File: src/rtl/fc_neuron_mac_pkg.sv
// Shared types, defaults and the saturation helper for the FC neuron MAC.
package fc_pkg;

  localparam int unsigned FC_BUFFER_SIZE       = 120;
  localparam int unsigned FC_WORD_SIZE         = 16;
  localparam int unsigned FC_MEM_ADDRESS_WIDTH = 3;
  localparam int unsigned FC_FRAC_BITS         = 8;
  localparam int unsigned SAT_MAX_WIDTH        = 64;

  typedef enum logic [2:0] {
    IDLE,
    WAIT_BUF,
    MAC,
    DRAIN,
    DONE
  } fc_mac_state_t;

  // Clamp a sign-extended in_width-bit value into the signed out_width-bit range.
  function automatic logic signed [SAT_MAX_WIDTH-1:0] sat_signed(
    input logic signed [SAT_MAX_WIDTH-1:0] x,
    input int unsigned                     in_width,
    input int unsigned                     out_width
  );
    logic signed [SAT_MAX_WIDTH-1:0] hi;
    logic signed [SAT_MAX_WIDTH-1:0] lo;
    logic signed [SAT_MAX_WIDTH-1:0] res;
    hi  = (64'sd1 <<< (out_width - 1)) - 64'sd1;
    lo  = -(64'sd1 <<< (out_width - 1));
    res = x;
    if (in_width > out_width) begin
      if (x > hi) begin
        res = hi;
      end else if (x < lo) begin
        res = lo;
      end
    end
    return res;
  endfunction

endpackage

File: src/rtl/fc_neuron_mac_if.sv
// Control, weight-memory and result bundle between a requester and the neuron MAC.
interface fc_neuron_mac_if #(
  parameter int unsigned BUFFER_SIZE       = fc_pkg::FC_BUFFER_SIZE,
  parameter int unsigned WORD_SIZE         = fc_pkg::FC_WORD_SIZE,
  parameter int unsigned MEM_ADDRESS_WIDTH = fc_pkg::FC_MEM_ADDRESS_WIDTH
);

  logic                                      i_start;
  logic [0:BUFFER_SIZE-1][WORD_SIZE-1:0]     i_buffer;
  logic                                      i_buffer_ready;
  logic [MEM_ADDRESS_WIDTH-1:0]              i_weight_address;
  logic [MEM_ADDRESS_WIDTH-1:0]              i_count;
  logic [WORD_SIZE-1:0]                      i_bias;
  logic [WORD_SIZE-1:0]                      i_mem_data;
  logic [MEM_ADDRESS_WIDTH-1:0]              o_mem_addr;
  logic [WORD_SIZE-1:0]                      o_result;
  logic                                      o_ready;
  logic                                      o_busy;

  modport master (
    output i_start, i_buffer, i_buffer_ready, i_weight_address, i_count, i_bias, i_mem_data,
    input  o_mem_addr, o_result, o_ready, o_busy
  );

  modport slave (
    input  i_start, i_buffer, i_buffer_ready, i_weight_address, i_count, i_bias, i_mem_data,
    output o_mem_addr, o_result, o_ready, o_busy
  );

endinterface

File: src/rtl/fc_neuron_mac_datapath.sv
// Product register, accumulator and output saturator for one neuron evaluation.
module fc_mac_datapath
  import fc_pkg::*;
#(
  parameter int unsigned WORD_SIZE = FC_WORD_SIZE,
  parameter int unsigned FRAC_BITS = FC_FRAC_BITS,
  parameter int unsigned ACC_WIDTH = 2 * FC_WORD_SIZE + FC_MEM_ADDRESS_WIDTH + 1
) (
  input  logic                        clk,
  input  logic                        reset,
  input  logic                        load,
  input  logic                        mac_en,
  input  logic                        drain,
  input  logic                        publish,
  input  logic signed [WORD_SIZE-1:0] act,
  input  logic signed [WORD_SIZE-1:0] wgt,
  input  logic signed [WORD_SIZE-1:0] bias,
  output logic        [WORD_SIZE-1:0] result
);

  localparam int unsigned PROD_W = 2 * WORD_SIZE;

  logic signed [PROD_W-1:0]        prod_q;
  logic signed [PROD_W-1:0]        prod_c;
  logic                            prod_valid_q;
  logic signed [ACC_WIDTH-1:0]     acc_q;
  logic signed [ACC_WIDTH-1:0]     bias_ext_c;
  logic signed [ACC_WIDTH-1:0]     shifted_c;
  logic signed [SAT_MAX_WIDTH-1:0] shifted_wide_c;
  logic signed [SAT_MAX_WIDTH-1:0] sat_wide_c;

  assign prod_c         = PROD_W'(act) * PROD_W'(wgt);
  assign bias_ext_c     = ACC_WIDTH'(bias) <<< FRAC_BITS;
  assign shifted_c      = acc_q >>> FRAC_BITS;
  assign shifted_wide_c = SAT_MAX_WIDTH'(shifted_c);
  assign sat_wide_c     = sat_signed(shifted_wide_c, ACC_WIDTH - FRAC_BITS, WORD_SIZE);

  // Pipelined multiply-accumulate: the product lands one cycle before it is summed.
  always_ff @(posedge clk or negedge reset) begin
    if (!reset) begin
      prod_q       <= '0;
      prod_valid_q <= 1'b0;
      acc_q        <= '0;
    end else if (load) begin
      prod_valid_q <= 1'b0;
      acc_q        <= bias_ext_c;
    end else if (mac_en) begin
      prod_q       <= prod_c;
      prod_valid_q <= 1'b1;
      if (prod_valid_q) begin
        acc_q <= acc_q + ACC_WIDTH'(prod_q);
      end
    end else if (drain) begin
      prod_valid_q <= 1'b0;
      acc_q        <= acc_q + ACC_WIDTH'(prod_q);
    end
  end

  // Rescaled, saturated result captured once per evaluation.
  always_ff @(posedge clk or negedge reset) begin
    if (!reset) begin
      result <= '0;
    end else if (publish) begin
      result <= WORD_SIZE'(sat_wide_c);
    end
  end

endmodule

File: src/rtl/fc_neuron_mac.sv
// Fully-connected neuron: streams a weight row against the DMA buffer and emits one output.
module fc_neuron_mac
  import fc_pkg::*;
#(
  parameter int unsigned BUFFER_SIZE       = FC_BUFFER_SIZE,
  parameter int unsigned WORD_SIZE         = FC_WORD_SIZE,
  parameter int unsigned MEM_ADDRESS_WIDTH = FC_MEM_ADDRESS_WIDTH,
  parameter int unsigned FRAC_BITS         = FC_FRAC_BITS,
  parameter int unsigned ACC_WIDTH         = 2 * WORD_SIZE + MEM_ADDRESS_WIDTH + 1
) (
  input  logic            clk,
  input  logic            reset,
  fc_neuron_mac_if.slave  bus
);

  localparam logic [MEM_ADDRESS_WIDTH-1:0] AONE = MEM_ADDRESS_WIDTH'(1);

  fc_mac_state_t                state_q;
  fc_mac_state_t                state_d;
  logic [MEM_ADDRESS_WIDTH-1:0] base_q;
  logic [MEM_ADDRESS_WIDTH-1:0] cnt_q;
  logic [WORD_SIZE-1:0]         bias_q;
  logic [MEM_ADDRESS_WIDTH-1:0] idx_q;
  logic [MEM_ADDRESS_WIDTH-1:0] idx_d;
  logic [MEM_ADDRESS_WIDTH-1:0] addr_q;
  logic [MEM_ADDRESS_WIDTH-1:0] addr_d;
  logic                         ready_q;
  logic                         ready_d;
  logic                         busy_q;
  logic                         busy_d;
  logic                         accept_c;
  logic                         load_c;
  logic                         mac_c;
  logic                         drain_c;
  logic                         publish_c;

  assign accept_c = bus.i_start && ((state_q == IDLE) || (state_q == DONE));

  // State register.
  always_ff @(posedge clk or negedge reset) begin
    if (!reset) begin
      state_q <= IDLE;
    end else begin
      state_q <= state_d;
    end
  end

  // Next-state logic.
  always_comb begin
    state_d = state_q;
    case (state_q)
      IDLE:     if (accept_c) state_d = WAIT_BUF;
      WAIT_BUF: if (bus.i_buffer_ready) state_d = (cnt_q == '0) ? DONE : MAC;
      MAC:      if (idx_q == cnt_q - AONE) state_d = DRAIN;
      DRAIN:    state_d = DONE;
      DONE:     if (accept_c) state_d = WAIT_BUF;
      default:  state_d = IDLE;
    endcase
  end

  // Datapath strobes and next values for the registered outputs.
  always_comb begin
    load_c    = 1'b0;
    mac_c     = 1'b0;
    drain_c   = 1'b0;
    publish_c = 1'b0;
    ready_d   = ready_q;
    busy_d    = 1'b0;
    addr_d    = '0;
    idx_d     = idx_q;
    case (state_q)
      WAIT_BUF: begin
        load_c = bus.i_buffer_ready;
        idx_d  = '0;
      end
      MAC: begin
        mac_c = 1'b1;
        idx_d = idx_q + AONE;
      end
      DRAIN:   drain_c = 1'b1;
      DONE: begin
        publish_c = !ready_q && !accept_c;
        ready_d   = 1'b1;
      end
      default: ;
    endcase
    if (accept_c) begin
      ready_d = 1'b0;
    end
    if (state_d == MAC) begin
      addr_d = (state_q == MAC) ? addr_q + AONE : base_q;
    end
    busy_d = (state_d == WAIT_BUF) || (state_d == MAC) || (state_d == DRAIN);
  end

  // Request latch, MAC index and registered control outputs.
  always_ff @(posedge clk or negedge reset) begin
    if (!reset) begin
      base_q  <= '0;
      cnt_q   <= '0;
      bias_q  <= '0;
      idx_q   <= '0;
      addr_q  <= '0;
      ready_q <= 1'b0;
      busy_q  <= 1'b0;
    end else begin
      if (accept_c) begin
        base_q <= bus.i_weight_address;
        cnt_q  <= bus.i_count;
        bias_q <= bus.i_bias;
      end
      idx_q   <= idx_d;
      addr_q  <= addr_d;
      ready_q <= ready_d;
      busy_q  <= busy_d;
    end
  end

  assign bus.o_mem_addr = addr_q;
  assign bus.o_ready    = ready_q;
  assign bus.o_busy     = busy_q;

  fc_mac_datapath #(
    .WORD_SIZE (WORD_SIZE),
    .FRAC_BITS (FRAC_BITS),
    .ACC_WIDTH (ACC_WIDTH)
  ) u_datapath (
    .clk     (clk),
    .reset   (reset),
    .load    (load_c),
    .mac_en  (mac_c),
    .drain   (drain_c),
    .publish (publish_c),
    .act     (bus.i_buffer[idx_q]),
    .wgt     (bus.i_mem_data),
    .bias    (bias_q),
    .result  (bus.o_result)
  );

endmodule

File: src/flat_wrapper.sv
// flat-port wrapper written by rule: the top's interface ports become plain ports
module fc_neuron_mac_flat import fc_pkg::*;
#(
  parameter int unsigned BUFFER_SIZE       = FC_BUFFER_SIZE,
  parameter int unsigned WORD_SIZE         = FC_WORD_SIZE,
  parameter int unsigned MEM_ADDRESS_WIDTH = FC_MEM_ADDRESS_WIDTH,
  parameter int unsigned FRAC_BITS         = FC_FRAC_BITS,
  parameter int unsigned ACC_WIDTH         = 2 * WORD_SIZE + MEM_ADDRESS_WIDTH + 1
)
  (clk, reset, bus_i_start, bus_i_buffer, bus_i_buffer_ready, bus_i_weight_address, bus_i_count, bus_i_bias, bus_i_mem_data, bus_o_mem_addr, bus_o_result, bus_o_ready, bus_o_busy);
  fc_neuron_mac_if #(.BUFFER_SIZE(BUFFER_SIZE), .WORD_SIZE(WORD_SIZE), .MEM_ADDRESS_WIDTH(MEM_ADDRESS_WIDTH)) bus_i ();
  input  logic clk;
  input  logic reset;
  input wire logic [$bits(bus_i.i_start)-1:0] bus_i_start;
  input wire logic [$bits(bus_i.i_buffer)-1:0] bus_i_buffer;
  input wire logic [$bits(bus_i.i_buffer_ready)-1:0] bus_i_buffer_ready;
  input wire logic [$bits(bus_i.i_weight_address)-1:0] bus_i_weight_address;
  input wire logic [$bits(bus_i.i_count)-1:0] bus_i_count;
  input wire logic [$bits(bus_i.i_bias)-1:0] bus_i_bias;
  input wire logic [$bits(bus_i.i_mem_data)-1:0] bus_i_mem_data;
  output wire logic [$bits(bus_i.o_mem_addr)-1:0] bus_o_mem_addr;
  output wire logic [$bits(bus_i.o_result)-1:0] bus_o_result;
  output wire logic [$bits(bus_i.o_ready)-1:0] bus_o_ready;
  output wire logic [$bits(bus_i.o_busy)-1:0] bus_o_busy;
  assign bus_i.i_start = bus_i_start;
  assign bus_i.i_buffer = bus_i_buffer;
  assign bus_i.i_buffer_ready = bus_i_buffer_ready;
  assign bus_i.i_weight_address = bus_i_weight_address;
  assign bus_i.i_count = bus_i_count;
  assign bus_i.i_bias = bus_i_bias;
  assign bus_i.i_mem_data = bus_i_mem_data;
  assign bus_o_mem_addr = bus_i.o_mem_addr;
  assign bus_o_result = bus_i.o_result;
  assign bus_o_ready = bus_i.o_ready;
  assign bus_o_busy = bus_i.o_busy;
  fc_neuron_mac #(.BUFFER_SIZE(BUFFER_SIZE), .WORD_SIZE(WORD_SIZE), .MEM_ADDRESS_WIDTH(MEM_ADDRESS_WIDTH), .FRAC_BITS(FRAC_BITS), .ACC_WIDTH(ACC_WIDTH)) u_core (.clk(clk), .reset(reset), .bus(bus_i));
endmodule
File: config.mk
export PLATFORM = sky130hd
export DESIGN_NAME = fc_neuron_mac_flat
export DESIGN_NICKNAME = d
export VERILOG_FILES = /design/src/rtl/fc_neuron_mac_pkg.sv /design/src/rtl/fc_neuron_mac_if.sv /design/src/rtl/fc_neuron_mac_datapath.sv /design/src/rtl/fc_neuron_mac.sv /design/src/flat_wrapper.sv
export SDC_FILE = /design/constraint.sdc
export NUM_CORES = 1
export LEC_CHECK = 0
export ABC_AREA = 1
export ABC_CLOCK_PERIOD_IN_PS = 10200
export CORE_AREA = 2 2 763 765
export DETAILED_ROUTE_END_ITERATION = 16
export DIE_AREA = 0 0 765 767
export MAX_ROUTING_LAYER = met4
export PLACE_DENSITY_LB_ADDON = 0.12
export SLEW_MARGIN = 5
export SYNTH_ARGS = -nofsm -noshare
export SYNTH_HDL_FRONTEND = slang
export SYNTH_SLANG_ARGS = --single-unit
File: constraint.sdc
create_clock -name clk -period 10.2 [get_ports clk]
set_input_delay 1.02 -clock clk [delete_from_list [all_inputs] [get_ports clk]]
set_output_delay 1.02 -clock clk [all_outputs]
set_load 0.005 [all_outputs]
# After elaboration in Yosys (flattened, before gate mapping)
# Index checks and enable logic that the tools add are counted.
dict set report classes {
  addsub 4
  n_mul 1
  n_lt_le_gt_ge 3
  n_eq_ne 9
  n_mux 26
  n_bitwise 2
  reduce_logical 15
}
# operator count
set op_table {}
lappend op_table {{36-bit two-way mux} 4}
lappend op_table {{16-bit binary-select mux with 4-bit select} 1}
lappend op_table {{16-bit two-way mux} 4}
lappend op_table {{36-bit by 32-bit adder with 36-bit output} 1}
lappend op_table {{16-bit by 16-bit multiplier with 32-bit output} 1}
lappend op_table {{28-bit by 16-bit > comparator with 1-bit output (second input constant)} 1}
lappend op_table {{28-bit by 16-bit less-than comparator with 1-bit output (second input constant)} 1}
lappend op_table {{3-bit two-way mux} 6}
lappend op_table {{3-bit by 2-bit equality test with 1-bit output (second input constant)} 4}
lappend op_table {{3-bit one-hot mux with 4 select lines} 1}
lappend op_table {{1-bit two-way mux} 9}
lappend op_table {{4-bit by 8-bit greater-or-equal comparator with 1-bit output (second input constant)} 1}
lappend op_table {{3-bit by 1-bit adder with 3-bit output (second input constant)} 2}
lappend op_table {{3-bit by 1-bit equality test with 1-bit output (second input constant)} 2}
lappend op_table {{3-bit zero test} 2}
lappend op_table {{3-bit one-hot mux with 2 select lines} 1}
lappend op_table {{3-bit inverter with 4-bit output} 1}
lappend op_table {{2-bit AND reduction} 2}
lappend op_table {{2-bit nonzero test} 2}
lappend op_table {{3-bit equality test} 1}
lappend op_table {{3-bit equality test (second input constant)} 1}
lappend op_table {{1-bit logical OR} 3}
lappend op_table {{3-bit by 2-bit inequality test with 1-bit output (second input constant)} 1}
lappend op_table {{3-bit nonzero test} 1}
lappend op_table {{other kinds (5)} 7}
dict set report word_totals {
  register_bits 118
  in_bits 1962
  output_inout_bits 21
  wordCells 72
}

# Depth between registers and ports, before layout
dict set report logic_depth {
  depth_word 8
  mapped_depth 31
  ltp_nobuf 29
}

# Hierarchy
# From an unflattened synthesis, not the netlist that was laid out.
dict set report hier_totals {
  hier_cells 2847
  hier_area_um2 19667.6
}
# mod instances cells_each area_per_inst_um2 seq_area_each_um2
set modules_own_cells {}
lappend modules_own_cells {fc_mac_datapath 1 2439 17092.6 2127.0}
lappend modules_own_cells {fc_neuron_mac 1 408 2575.0 825.8}

# Least setup slack after synthesis
# OpenSTA, ideal clock, no wires.
dict set report synth_timing {
  kind {input-to-reg}
  start {in bus_i_buffer[1887]}
  end {reg u_core.u_datapath.prod_q[30]}
  setup_time_ps 118
  arrival_ps 6712
  t_required_ps 10082
  setup_slack_ps 3370
  cell_stages 28
  path_buffers 1
  cell_sequence {o21ai_0 o221ai_1 and2_1 buf_2 inv_1 nor2_1 fa_1 fa_1 inv_1 fa_1 inv_1 fa_1 inv_1 fa_1 fa_1 inv_1 ha_1 inv_1 nor3_1 inv_1 nor2_1 inv_1 nor2_1 nor2_1 nand2_1 nand2_1 nand3_1 nand2_1}
}
dict set report synth_between {
  elab_chain_len 4
}
# element line
set synth_lines {}
lappend synth_lines {{start, declared} flat_wrapper.sv:15} ;# input wire logic [$bits(bus_i.i_buffer)-1:0] bus_i_buffer;
lappend synth_lines {{16-bit binary-select mux with 4-bit select} fc_neuron_mac.sv:134} ;# .act (bus.i_buffer[idx_q]),
lappend synth_lines {{16-bit two-way mux (implied by the code) (2 in a row)} fc_neuron_mac.sv:134}
lappend synth_lines {{16-bit by 16-bit multiplier with 32-bit output} fc_neuron_mac_datapath.sv:32} ;# assign prod_c = PROD_W'(act) * PROD_W'(wgt);
lappend synth_lines {{end signal, assigned} fc_neuron_mac_datapath.sv:48} ;# prod_q <= prod_c;
lappend synth_lines {{end, declared} fc_neuron_mac_datapath.sv:23} ;# logic signed [PROD_W-1:0] prod_q;
# Every way passes these cells. The select of a mux whose other input is x is not followed.
# A chain may end at the register's enable or synchronous reset.

# Worst setup path after layout
dict set report layout_timing {
  start {reg u_core.idx_q[0]}
  end {reg u_core.u_datapath.prod_q[29]}
}
dict set report layout_between {
  elab_chain_len 5
}
# element line
set layout_lines {}
lappend layout_lines {{start, declared} fc_neuron_mac.sv:23} ;# logic [MEM_ADDRESS_WIDTH-1:0] idx_q;
lappend layout_lines {{start signal, assigned} fc_neuron_mac.sv:112} ;# idx_q <= idx_d;
lappend layout_lines {{3-bit inverter with 4-bit output (implied by the code)} fc_neuron_mac.sv:134}
lappend layout_lines {{16-bit binary-select mux with 4-bit select} fc_neuron_mac.sv:134}
lappend layout_lines {{16-bit two-way mux (implied by the code) (2 in a row)} fc_neuron_mac.sv:134}
lappend layout_lines {{16-bit by 16-bit multiplier with 32-bit output} fc_neuron_mac_datapath.sv:32}
# Every way passes these cells. The select of a mux whose other input is x is not followed.

==> impl_results.md <==
* CTS Hold Buffers Added at 0
* Global-route wire length before repair at 154 mm
* Setup Skew at 13.6 ps
* Sequential area share after synthesis at 16.0%
* CTS buffer count at 17
* Synth Warn # at 0
* Antenna-violating nets left at 0
* Asr flop ratio synth at 100%
* # rows at between 200 and 300
* Compound-Gate Fraction of Synth Area at 9.37%
* Post_cts resized at 0
* Clk pin slew, worst setup/hold paths at about 70 ps
* Die Y-Extent at 767 um
* Fin crit share at around 82%
* Area growth syn-to-layout at 66.1%
* Clock Sink Count at between 100 and 150
* Post-synthesis adder-cell area fraction at 36.8%
* Share of cells above drive strength 1 at under 10%
* Avg WL per Cell at about 11 um
* Max cap viols at 0
* Critical path peak fanout at 35
* Worst Path Required at approximately 11000 ps
* Remaining routing DRC violations at 0
* Main synth FF type: dfrtp_1
* RePlAce Congestion at between 0.7 and 0.8
* I/O pins at 1983
* Final instance area at 30600 um2
* Drt total wl at 111 mm
* Final net count at 4992
* Worst setup SP type: register
* Slew @ Worst Pin at 1070 ps
* Vias/cell at 1.61
* Final hold viol count at 0
* Cell with the largest stage delay on the worst path: dfrtp_4
* Setup CP Type: register to register
* Fin crit period at 8380 ps
* GRT Residual Overflow at 0
* Ordered cell list for the critical path: o21ai_0 -> o221ai_1 -> and2_1 -> inv_1 -> nor2_1 -> fa_1 -> fa_1 -> fa_1 -> inv_1 -> fa_1 -> inv_1 -> fa_1 -> inv_1 -> fa_1 -> inv_1 -> ha_1 -> nand2_1 -> nor3_1 -> o21ai_0 -> nand3_1 -> nand2_1 -> nand3_1 -> nand2_1
* 1st-iter DRT viols at ~850
* CTS tree: built
* Router iterations before antenna repair at 5
* Mapped Area at 18400 um2
* Syn Nets at 4817
* Worst path most repeated cell: fa_1
* Core Region at 579000 um2
* Vias in the first global route at 18693
* Post-CTS setup buffer count at 0
* Initial antenna violation count at 35
* Overall Global Routing Usage at 3.88%
* Via count at about 17000
* Syn Inst Count at 2471
* Port Buf Inserts at 190
* RSZ-0062 raised after global routing: no
* Max Root-Sink Buffers at 2
* HP Class: primary input to asynchronous set/reset pin
* Crit path arrival time at 8760 ps
* Skew-Pair Late Insertion Delay at 500 ps
* Post-DP HPWL at 97.6 mm
* Syn Area/Cell at roughly 7.5 um2
* # setup viols final at 0
* R2r setup slk at ~1800 ps
* Mux share of post-synthesis cell area at approximately 1.8%
* Die area at 587000 um2
* Starting Density at 3.18%
* Yosys reg bits at 118
* CP peak stage delay at 820 ps
* Fmax at 0.119 GHz
* Slew headroom at 28.2%
* Fin Setup TNS at 0 ps
* Largest family of logic cells by synthesized area: adder cells
* Cell area after placement at 30000 um2
* H-tree Lvls at 4
* Largest net degree at the start of global routing at 55
* Critical path endpoint category: register
* Clock root cell: clkbuf_16
* EDFF count, synth at 0
* Synthesized-area fraction occupied by and/or/nand/nor cells at 22.8%
* Slew Limit Fails at 0
* XOR/XNOR share of the synthesized area at under 10%
* Width of the die at about 770 um
* Cell variety after synth at 42
* Status: finished clean
==> flip-flops by register name, summed over array words and instances (netlist names) <==
signal                          flops
u_core.u_datapath.prod_valid_q      1
u_core.u_datapath.result           16
u_core.base_q                       3
u_core.bus.o_ready                  1
u_core.bus.o_busy                   1
u_core.idx_q                        3
u_core.bus.o_mem_addr               3
u_core.u_datapath.prod_q           32
u_core.u_datapath.acc_q            36
u_core.cnt_q                        3
u_core.state_q                      3
u_core.bias_q                      16
==> per-layer routing <==
layer  wire, um  global-route usage, %  vias to the layer above
li1           -                      -                     8020
met1      57800                   5.52                     8447
met2      45500                   5.61                      345
met3       6710                  0.968                       25
met4        697                  0.531                        0
met5          0                      -                        -
==> cell usage in the layout (no fill, tap or decap), drive strengths merged, types with 3 or more instances in the layout <==
| master | count |
|---|---|
| nor4 | 5 |
| clkdlybuf4s50 | 189 |
| nor3 | 11 |
| fa | 263 |
| a21o | 4 |
| o21a | 4 |
| a21oi | 94 |
| xor2 | 16 |
| nor2 | 317 |
| o31ai | 3 |
| o21bai | 7 |
| a31oi | 4 |
| or2 | 13 |
| mux2i | 32 |
| diode | 21 |
| o21ai | 146 |
| buf | 34 |
| nand3b | 5 |
| dfrtp | 118 |
| inv | 481 |
| ha | 121 |
| nand3 | 89 |
| clkinv | 9 |
| o221ai | 32 |
| nand2 | 575 |
| clkbuf | 19 |
| xnor2 | 19 |
| nand4 | 29 |
| a21boi | 4 |
| clkinvlp | 5 |
==> worst max-delay path, delay by kind of cell, from the launching register on <==
family,cells,cell delay [ps]
adder cells (fa/ha/maj),7,3900
AO/OA/AOI/OAI,3,760
AND/OR/NAND/NOR,8,2050
flip-flops,1,820
buffers and inverters,5,660
==> logic make-up after synthesis <==
kind of cell / after synthesis
AOI/OAI and AO/OA: 304
xor gates and xnor gates: 35
adders and majority gates: 384
buffers and inverters: 551
DFF: 118
muxes: 33
and+or+nand+nor: 1046
==> cells in the mapped netlist (2+ instances only) <==
| master | count | area [um2] |
|---|---|---|
| nor3_1 | 10 | 50.1 |
| o22ai_1 | 2 | 12.5 |
| buf_4 | 7 | 52.6 |
| o21ai_0 | 132 | 661 |
| nand2_2 | 3 | 18.8 |
| clkinv_1 | 3 | 11.3 |
| a21boi_0 | 4 | 30.0 |
| inv_2 | 9 | 33.8 |
| buf_1 | 4 | 15.0 |
| buf_2 | 15 | 75.1 |
| inv_1 | 472 | 1770 |
| o221ai_1 | 32 | 280 |
| a21o_1 | 4 | 30.0 |
| xor2_1 | 16 | 140 |
| o21ai_1 | 14 | 70.1 |
| ha_1 | 121 | 1510 |
| o21bai_1 | 7 | 52.6 |
| o21a_1 | 4 | 30.0 |
| fa_1 | 263 | 5270 |
| a21oi_1 | 93 | 465 |
| mux2i_1 | 32 | 320 |
| o31ai_1 | 3 | 22.5 |
| nor4_1 | 5 | 31.3 |
| xnor2_1 | 19 | 166 |
| clkbuf_1 | 40 | 150 |
| nand2_1 | 572 | 2150 |
| nor2_2 | 2 | 12.5 |
| nand4_1 | 29 | 181 |
| or2_2 | 13 | 81.3 |
| nor2_1 | 315 | 1180 |
| a31oi_1 | 4 | 25.0 |
| and2_1 | 2 | 12.5 |
| nand3_1 | 89 | 445 |
| o211ai_1 | 2 | 15.0 |
| nand3b_1 | 5 | 37.5 |
| dfrtp_1 | 118 | 2950 |
==> per-stage QoR <==
step           util [%]  instances  hold WS, ps  setup WS [ps]
6_report           5.29      10435          383           1820
5_1_grt            5.29      10432          355           1190
2_1_floorplan         -       2471          437           3370
3_3_place_gp       5.18      10382          461           1090
4_1_cts            5.28      10414          327           1590
3_5_place_dp       5.18      10382          464           1160
==> path summary, 6_finish.rpt <==
path | end | depth (start not counted) | startpoint
setup reg to reg | u_core.u_datapath.prod_q[29] | 23 | u_core.idx_q[0]
hold / removal | u_core.u_datapath.result[9] | 1 | reset
hold reg to reg | u_core.base_q[0] | 2 | u_core.base_q[0]
max in group asynchronous | u_core.u_datapath.prod_q[17] | 2 | reset
min in group clk | u_core.base_q[0] | 2 | u_core.base_q[0]
setup / recovery | u_core.u_datapath.prod_q[29] | 23 | u_core.idx_q[0]
==> cell type report <==
type	instances	area, um2
well taps	7755	9700
inverters	484	1820
multi-input cells	1802	13400
fillers	68570	548000
diodes	21	52.6
flip-flops and latches	118	2960
clock inverters	13	135
clock buffers	19	433
repair buffers	223	2150
Power is left out: the tool's default activity adds up to more than one toggle a clock period on the data nets, which glitch-free logic cannot reach.
